`config.mk`:
```
export PLATFORM = sky130hd
export DESIGN_NAME = vga_pixel_fetch
export DESIGN_NICKNAME = d
export VERILOG_FILES = /design/src/rtl/vga_pkg.sv /design/src/rtl/vga_delay_line.sv /design/src/rtl/vga_pixel_fetch.sv
export SDC_FILE = /design/constraint.sdc
export NUM_CORES = 1
export LEC_CHECK = 0
export BUFFER_PORTS_ARGS = -buffer_cell sky130_fd_sc_hd__buf_2
export CAP_MARGIN = 20
export CORE_MARGIN = 8
export CORE_UTILIZATION = 46
export CTS_CLUSTER_SIZE = 10
export DETAILED_ROUTE_END_ITERATION = 10
export MAX_ROUTING_LAYER = met4
export PLACE_DENSITY = 0.79
export RECOVER_POWER = 50
export SLEW_MARGIN = 20
export SYNTH_ARGS = -nofsm -noshare
export SYNTH_HDL_FRONTEND = slang
export SYNTH_SLANG_ARGS = --single-unit
```
`constraint.sdc`:
```
create_clock -name clk -period 1.45 [get_ports clk]
set_clock_uncertainty 0.2 [all_clocks]
set_input_delay 0.0725 -clock clk [delete_from_list [all_inputs] [get_ports clk]]
set_output_delay 0.0725 -clock clk [all_outputs]
set_load 0.005 [all_outputs]
```
`src/rtl/vga_pkg.sv`:
```
// vga_pkg: timing constants and pixel type shared with the VGA timing generator
package vga_pkg;
   localparam int HA_STA = 288;
   localparam int LINE = 1312;
   localparam int SCREEN = 800;
   localparam int VA_END = 768;
   localparam int CW = 4;
   typedef struct packed {
      logic [CW-1:0] r;
      logic [CW-1:0] g;
      logic [CW-1:0] b;
   } rgb_t;
endpackage

```
`src/rtl/vga_delay_line.sv`:
```
// vga_delay_line: enable-gated shift register carrying sync and window flags
module vga_delay_line #(
   parameter int W = 4,
   parameter int DEPTH = 2
) (
   input  logic         clk,
   input  logic         reset,
   input  logic         en,
   input  logic [W-1:0] d,
   output logic [W-1:0] q
);
   logic [W-1:0] sr [DEPTH];
   // shift one place per enabled tick, cleared by reset
   always_ff @(posedge clk or negedge reset)
      if (!reset)
         for (int i = 0; i < DEPTH; i++) sr[i] <= '0;
      else if (en) begin
         sr[0] <= d;
         for (int i = 1; i < DEPTH; i++) sr[i] <= sr[i-1];
      end
   assign q = sr[DEPTH-1];
endmodule

```
`src/rtl/vga_pixel_fetch.sv`:
```
// vga_pixel_fetch: maps timing counters to image-window addresses and drives delay-matched RGB/syncs
module vga_pixel_fetch
   import vga_pkg::*;
#(
   parameter int HA_STA = vga_pkg::HA_STA,
   parameter int IMG_W = 256,
   parameter int IMG_H = 256,
   parameter int X_OFS = 0,
   parameter int Y_OFS = 0,
   parameter int SCALE_LOG2 = 0,
   parameter int RD_LAT = 1,
   parameter int CW = vga_pkg::CW,
   parameter logic [3*CW-1:0] BORDER = '0,
   localparam int AW = 1 + $clog2(IMG_W*IMG_H)
) (
   input  logic          clk,
   input  logic          reset,
   input  logic          pix_stb,
   input  logic          hsync_in,
   input  logic          vsync_in,
   input  logic          active_in,
   input  logic          screenend_in,
   input  logic [10:0]   x_in,
   input  logic [9:0]    y_in,
   input  logic          buf_sel,
   output logic [AW-1:0] mem_addr,
   output logic          mem_en,
   input  logic [3*CW-1:0] mem_data,
   output logic          hsync,
   output logic          vsync,
   output logic [CW-1:0] red,
   output logic [CW-1:0] green,
   output logic [CW-1:0] blue,
   output logic          frame_done
);
   localparam int RW = $clog2(IMG_H);
   localparam int CB = $clog2(IMG_W);
   localparam logic [11:0] X0 = 12'(HA_STA + X_OFS);
   localparam logic [11:0] Y0 = 12'(Y_OFS);
   localparam logic [11:0] WL = 12'(IMG_W << SCALE_LOG2);
   localparam logic [11:0] HL = 12'(IMG_H << SCALE_LOG2);
   logic [11:0] col, row;
   logic in_win, bank;
   logic [3:0] dl_q;
   // window coordinates; wrapped negative values fall outside the limits
   always_comb begin
      col = {1'b0, x_in} - X0;
      row = {2'b0, y_in} - Y0;
      in_win = active_in & ({1'b0, x_in} >= X0) & ({2'b0, y_in} >= Y0) & (col < WL) & (row < HL);
   end
   assign mem_en = pix_stb;
   vga_delay_line #(.W(4), .DEPTH(RD_LAT + 1)) u_dl (
      .clk(clk),
      .reset(reset),
      .en(pix_stb),
      .d({hsync_in, vsync_in, active_in, in_win}),
      .q(dl_q)
   );
   // address generation and bank latch at the frame boundary
   always_ff @(posedge clk or negedge reset)
      if (!reset) begin
         mem_addr <= '0;
         bank <= 1'b0;
         frame_done <= 1'b0;
      end else begin
         frame_done <= pix_stb & screenend_in;
         if (pix_stb) begin
            if (in_win) mem_addr <= {bank, row[RW-1+SCALE_LOG2 -: RW], col[CB-1+SCALE_LOG2 -: CB]};
            if (screenend_in) bank <= buf_sel;
         end
      end
   // output register: pixel data, border or black, aligned with the delayed syncs
   always_ff @(posedge clk or negedge reset)
      if (!reset) begin
         {hsync, vsync} <= 2'b00;
         {red, green, blue} <= '0;
      end else if (pix_stb) begin
         {hsync, vsync} <= dl_q[3:2];
         {red, green, blue} <= dl_q[0] ? mem_data : dl_q[1] ? BORDER : '0;
      end
endmodule

```
; After elaboration in Yosys (flattened, before gate mapping)
; Cells that the tools add are included.
[op_classes]
n_addsub = 1
n_lt_le_gt_ge = 3
muxes = 1
bitwise = 4
reduce_logical = 2
[ops]
columns = cell, n
row1 = 12-bit by 9-bit less-than comparator with 1-bit output (second input constant), 1
row2 = 12-bit 2-to-1 mux, 1
row3 = 11-bit by 9-bit subtractor with 12-bit output (second input constant), 1
row4 = 11-bit by 9-bit >= comparator with 1-bit output (second input constant), 1
row5 = 10-bit by 9-bit less-than comparator with 1-bit output (second input constant), 1
row6 = 1-bit AND, 4
row7 = 2-bit AND reduction, 2
[totals]
ff_bits = 41
in_bits = 41
output_inout_bits = 33
elab_cells = 21

; Depth between registers and ports, before layout
[logic_depth]
word_depth = 5
ltp_mapped = 8
mapped_depth_nobuf = 6

; By module
; Synthesis repeated with hierarchy kept, for this count alone.
[hier_totals]
hier_cells = 132
hier_area_um2 = 1785.5
[by_module_without_submodules]
columns = module, instances, cells_per_inst, area_per_inst_um2, seq_area_each_um2
row1 = vga_pixel_fetch, 1, 111, 1423.9, 825.8
row2 = vga_delay_line, 1, 21, 361.6, 200.2

; Least setup slack after synthesis
; No wires, ideal clock.
[synth_path]
path_type = input-to-reg
startpoint = input x_in[5]
endpoint = register mem_addr[10]
setup_time_ns = 0.125
arrival_time_ns = 1.336
required_ns = 1.125
path_slack_ns = -0.211
stages = 8
n_path_buf = 2
cell_sequence = inv_1 > ha_1 > and3b_1 > o221ai_1 > a21o_1 > buf_6 > buf_12 > mux2_4
[synth_via]
elab_chain_len = 5
word_cells_on_any_way = 7
classes_between = add/sub: 1 / order compare: 2 / bitwise: 3 / reduce/logical: 1
[synth_rtl]
columns = item, line
row1 = start: declaration, vga_pixel_fetch.sv:23  ; input logic [10:0] x_in,
row2 = 11-bit by 9-bit subtractor with 12-bit output or 11-bit by 9-bit >= comparator with 1-bit output (tied branches), "vga_pixel_fetch.sv:47, vga_pixel_fetch.sv:49"
row3 = 12-bit by 9-bit less-than comparator with 1-bit output or 1-bit AND (tied branches), vga_pixel_fetch.sv:49  ; in_win = active_in & ({1'b0, x_in} >= X0) & ({2'b0, y_in} >= Y0) & (col < WL) & (row < HL);
row4 = 1-bit AND (*) (2 in a row), vga_pixel_fetch.sv:49
row5 = 2-bit AND reduction (no line) (*), -
row6 = end signal: assignment, vga_pixel_fetch.sv:68  ; if (in_win) mem_addr <= {bank, row[RW-1+SCALE_LOG2 -: RW], col[CB-1+SCALE_LOG2 -: CB]};
row7 = end: declaration, vga_pixel_fetch.sv:26  ; output logic [AW-1:0] mem_addr,
; Mark *: on every way between the ends. The rest lies on a longest branch, timed or not.
; A chain may end at the register's enable or synchronous reset.

; Worst setup path in the final report
[layout_path]
startpoint = input pix_stb
endpoint = register mem_addr[10]
[layout_via]
elab_chain_len = 1
[layout_rtl]
columns = item, line
row1 = start: declaration, vga_pixel_fetch.sv:18  ; input logic pix_stb,
row2 = 2-bit AND reduction (no line), -
; No other way between the ends.

==> results.txt <==
status -> complete, no violations
Placer Congestion -> 0.759
Total Die Area -> 5690 sq um
Tmin final -> 1.43 ns
HP Class -> input pin to asynchronous set/reset pin
fillcell total -> 257
DP Area -> 2090 sq um
FF-to-FF Start -> u_dl.q[0]$_DFFE_PN0P_
Yosys warning total -> 0
Synth Instances -> 125
worst reg2reg endpoint -> u_dl.q[0]$_DFFE_PN0P_
synthesized area -> 1620 sq um
Setup WS pre-CTS -> -0.295 ns
number of remaining DRC errors -> 0
Final Cycle Share -> 98.9%
Worst VDD drop -> 0.665 mV
Final Hold Fails -> 0
cell taking the most area after synthesis -> dfrtp_1
Worst Path Buf+Inv -> 3
slowest CP cell -> dlygate4sd3_1
most common cell in the synthesized netlist -> dfrtp_1
worst-margin pin slew -> 0.482 ns
Main synth FF type -> dfrtp_1
Die Ht -> 75.4 microns
critical path's top delay family -> buffers and inverters
CTS Buf Count -> 5
vias in the first global route -> 1517
top cells by area in the synthesized netlist -> dfrtp_1 (60%), mux2_2 (11%), mux2_4 (7.4%)
final setup fails -> 0
Critical Path Start -> pix_stb
Worst Path Required -> 1.48 ns
post-route setup slack -> 0.0165 ns
PostCTS Resize Cnt -> 0
RSZ-0062 raised after global routing -> no
area of the core -> 3360 sq um
Port Buffers -> 73
number of diodes -> 0
Worst-path clk slew -> 0.11 ns
Nets -> 279
root buffer cell -> clkbuf_4
clk sinks -> 39
top cell type's share of synthesized area -> 60.1%
Die Wd -> 75.4 microns
Max stage delay on crit path -> 0.52 ns
H-Tree Depth -> 2
Fmax -> 698 MHz
vias -> 1363
detailed placement HPWL -> 2990 microns
Commonest cells post-synth -> dfrtp_1 (39), inv_1 (16), mux2_2 (16)
Static Leak -> 1.27 nW
crit end category -> flip-flop
Yosys reg bits -> 39
critical-path cell list -> dlygate4sd3_1 > buf_2 > nand2_1 > a21o_1 > buf_4 > mux2_4
Initial Utilization -> 48.3%
critical path depth in cells -> 6
GRT Residual Overflow -> 0
First-pass DRT Iterations -> 4
power per cell area -> 948 nW/um^2
Final TNS setup -> 0 ns
Routed Antenna Nets -> 0
routed len/inst -> 15.5 microns
largest net degree at the start of global routing -> 33
register area share after synthesis -> 60.1%
clk_lat worst skew -> 0.34 ns
asr flop ratio synth -> 100%
max-cap violation count -> 0
r2r worst-path depth -> 1
initial antenna violation count -> 0
Clock Path Buffers -> 2
Avg Cell Area, Syn -> 13.0 sq um
R2R Setup Slk -> 0.29 ns
first-pass GRT wire length -> 7010 microns
fin. max-slew vios -> 0
Final Cell Area -> 2460 sq um
critical path class -> input pin to flip-flop
Slew headroom -> 67.8%
num rows -> 21
Post-synth EDFFs -> 0
CTS tree -> done
net count after synthesis -> 167
CP max FO -> 9
Worst Path Arrival -> 1.46 ns
Post-Route WL -> 4400 microns
Overall Global Routing Usage -> 16.9%
DR iter-0 viols -> 65
cts hold-fix bufs -> 33
P&R area growth vs syn -> 51.6%
type of origin of the critical path -> input pin
IO Pins -> 74
layout cell share with drive strength beyond 1 -> 45.4%
DR vias/cell -> 4.80
Yosys cell types -> 22
Setup Fix Bufs, Post-CTS -> 0
-- flip-flops by register name, summed over array words and instances, names as in the netlist --
signal	flops
frame_done	1
bank	1
vsync	1
u_dl.sr	3
u_dl.q	3
red	4
mem_addr	17
green	4
blue	4
hsync	1
-- layout by cell type, fill, tap and decap left out --
cell type / count
buf_2: 66
dfrtp_1: 39
dlygate4sd3_1: 33
mux2_2: 16
inv_1: 14
o21ai_0: 13
nand3_1: 12
mux2_4: 8
clkbuf_1: 8
buf_4: 6
clkbuf_4: 5
and3b_1: 2
clkbuf_8: 2
inv_8: 1
inv_12: 1
and2_1: 1
nor2_1: 1
o221ai_1: 1
nor4_2: 1
a21oi_1: 1
nor4b_1: 1
nand2_1: 1
a21o_1: 1
xor2_1: 1
mux2i_1: 1
ha_4: 1
clkbuf_2: 1
-- logic make-up after synthesis --
logic type,count (synthesis),share of synthesized area [%]
flops,39,60.1
buf+inv,24,7.24
xor+xnor,1,0.539
mux,25,19.1
simple gates,19,6.93
fa+ha+maj,1,0.770
compound gates,16,5.32
-- metrics by stage --
step                util, %  power (W)  hold slack [ns]  std cells
floorplan                 -    0.00145           -0.423        125
global placement       62.1    0.00166           -0.166        243
detailed placement     62.1    0.00168           -0.155        243
CTS                    73.9    0.00237          0.00336        284
global route           73.2    0.00246           0.0608        284
finish                 73.2    0.00233           0.0576        284
-- layer usage --
layer  GRT usage (%)  vias to the layer above  share of wire, %
met3            5.92                        9               7.7
met5               -                        -                 0
li1                -                      642                 -
met2            29.1                       68                51
met1            17.5                      644                40
met4            6.18                        0               1.6
-- worst max-delay path by stage --
stage	endpoint	slack, ns
after global placement	mem_addr[14]$_DFFE_PN0P_	-0.25
after detailed placement	mem_addr[3]$_DFFE_PN0P_	-0.29
after global routing	mem_addr[8]$_DFFE_PN0P_	0.002
after CTS	mem_addr[10]$_DFFE_PN0P_	0.03
final	mem_addr[10]$_DFFE_PN0P_	0.02
after floorplan	mem_addr[10]$_DFFE_PN0P_	-0.09
-- where the power goes --
part / total, W / leakage, nW / internal (W) / switching [W]
logic: 0.000455 / 0.720 / 0.000283 / 0.000173
registers: 0.00127 / 0.511 / 0.00120 / 0.0000622
clock network: 0.000613 / 0.0386 / 0.000285 / 0.000328
-- layout make-up --
| class | instances | area (sq um) | area share, % |
|---|---|---|---|
| Multi-Input combinational cell | 62 | 543 | 22.1 |
| Inverter | 16 | 80.1 | 3.25 |
| Tap cell | 46 | 57.6 | 2.34 |
| Clock buffer | 8 | 68.8 | 2.79 |
| Timing Repair Buffer | 113 | 737 | 29.9 |
| Sequential cell | 39 | 976 | 39.6 |
Note: power is estimated with default switching activity, not from simulation.
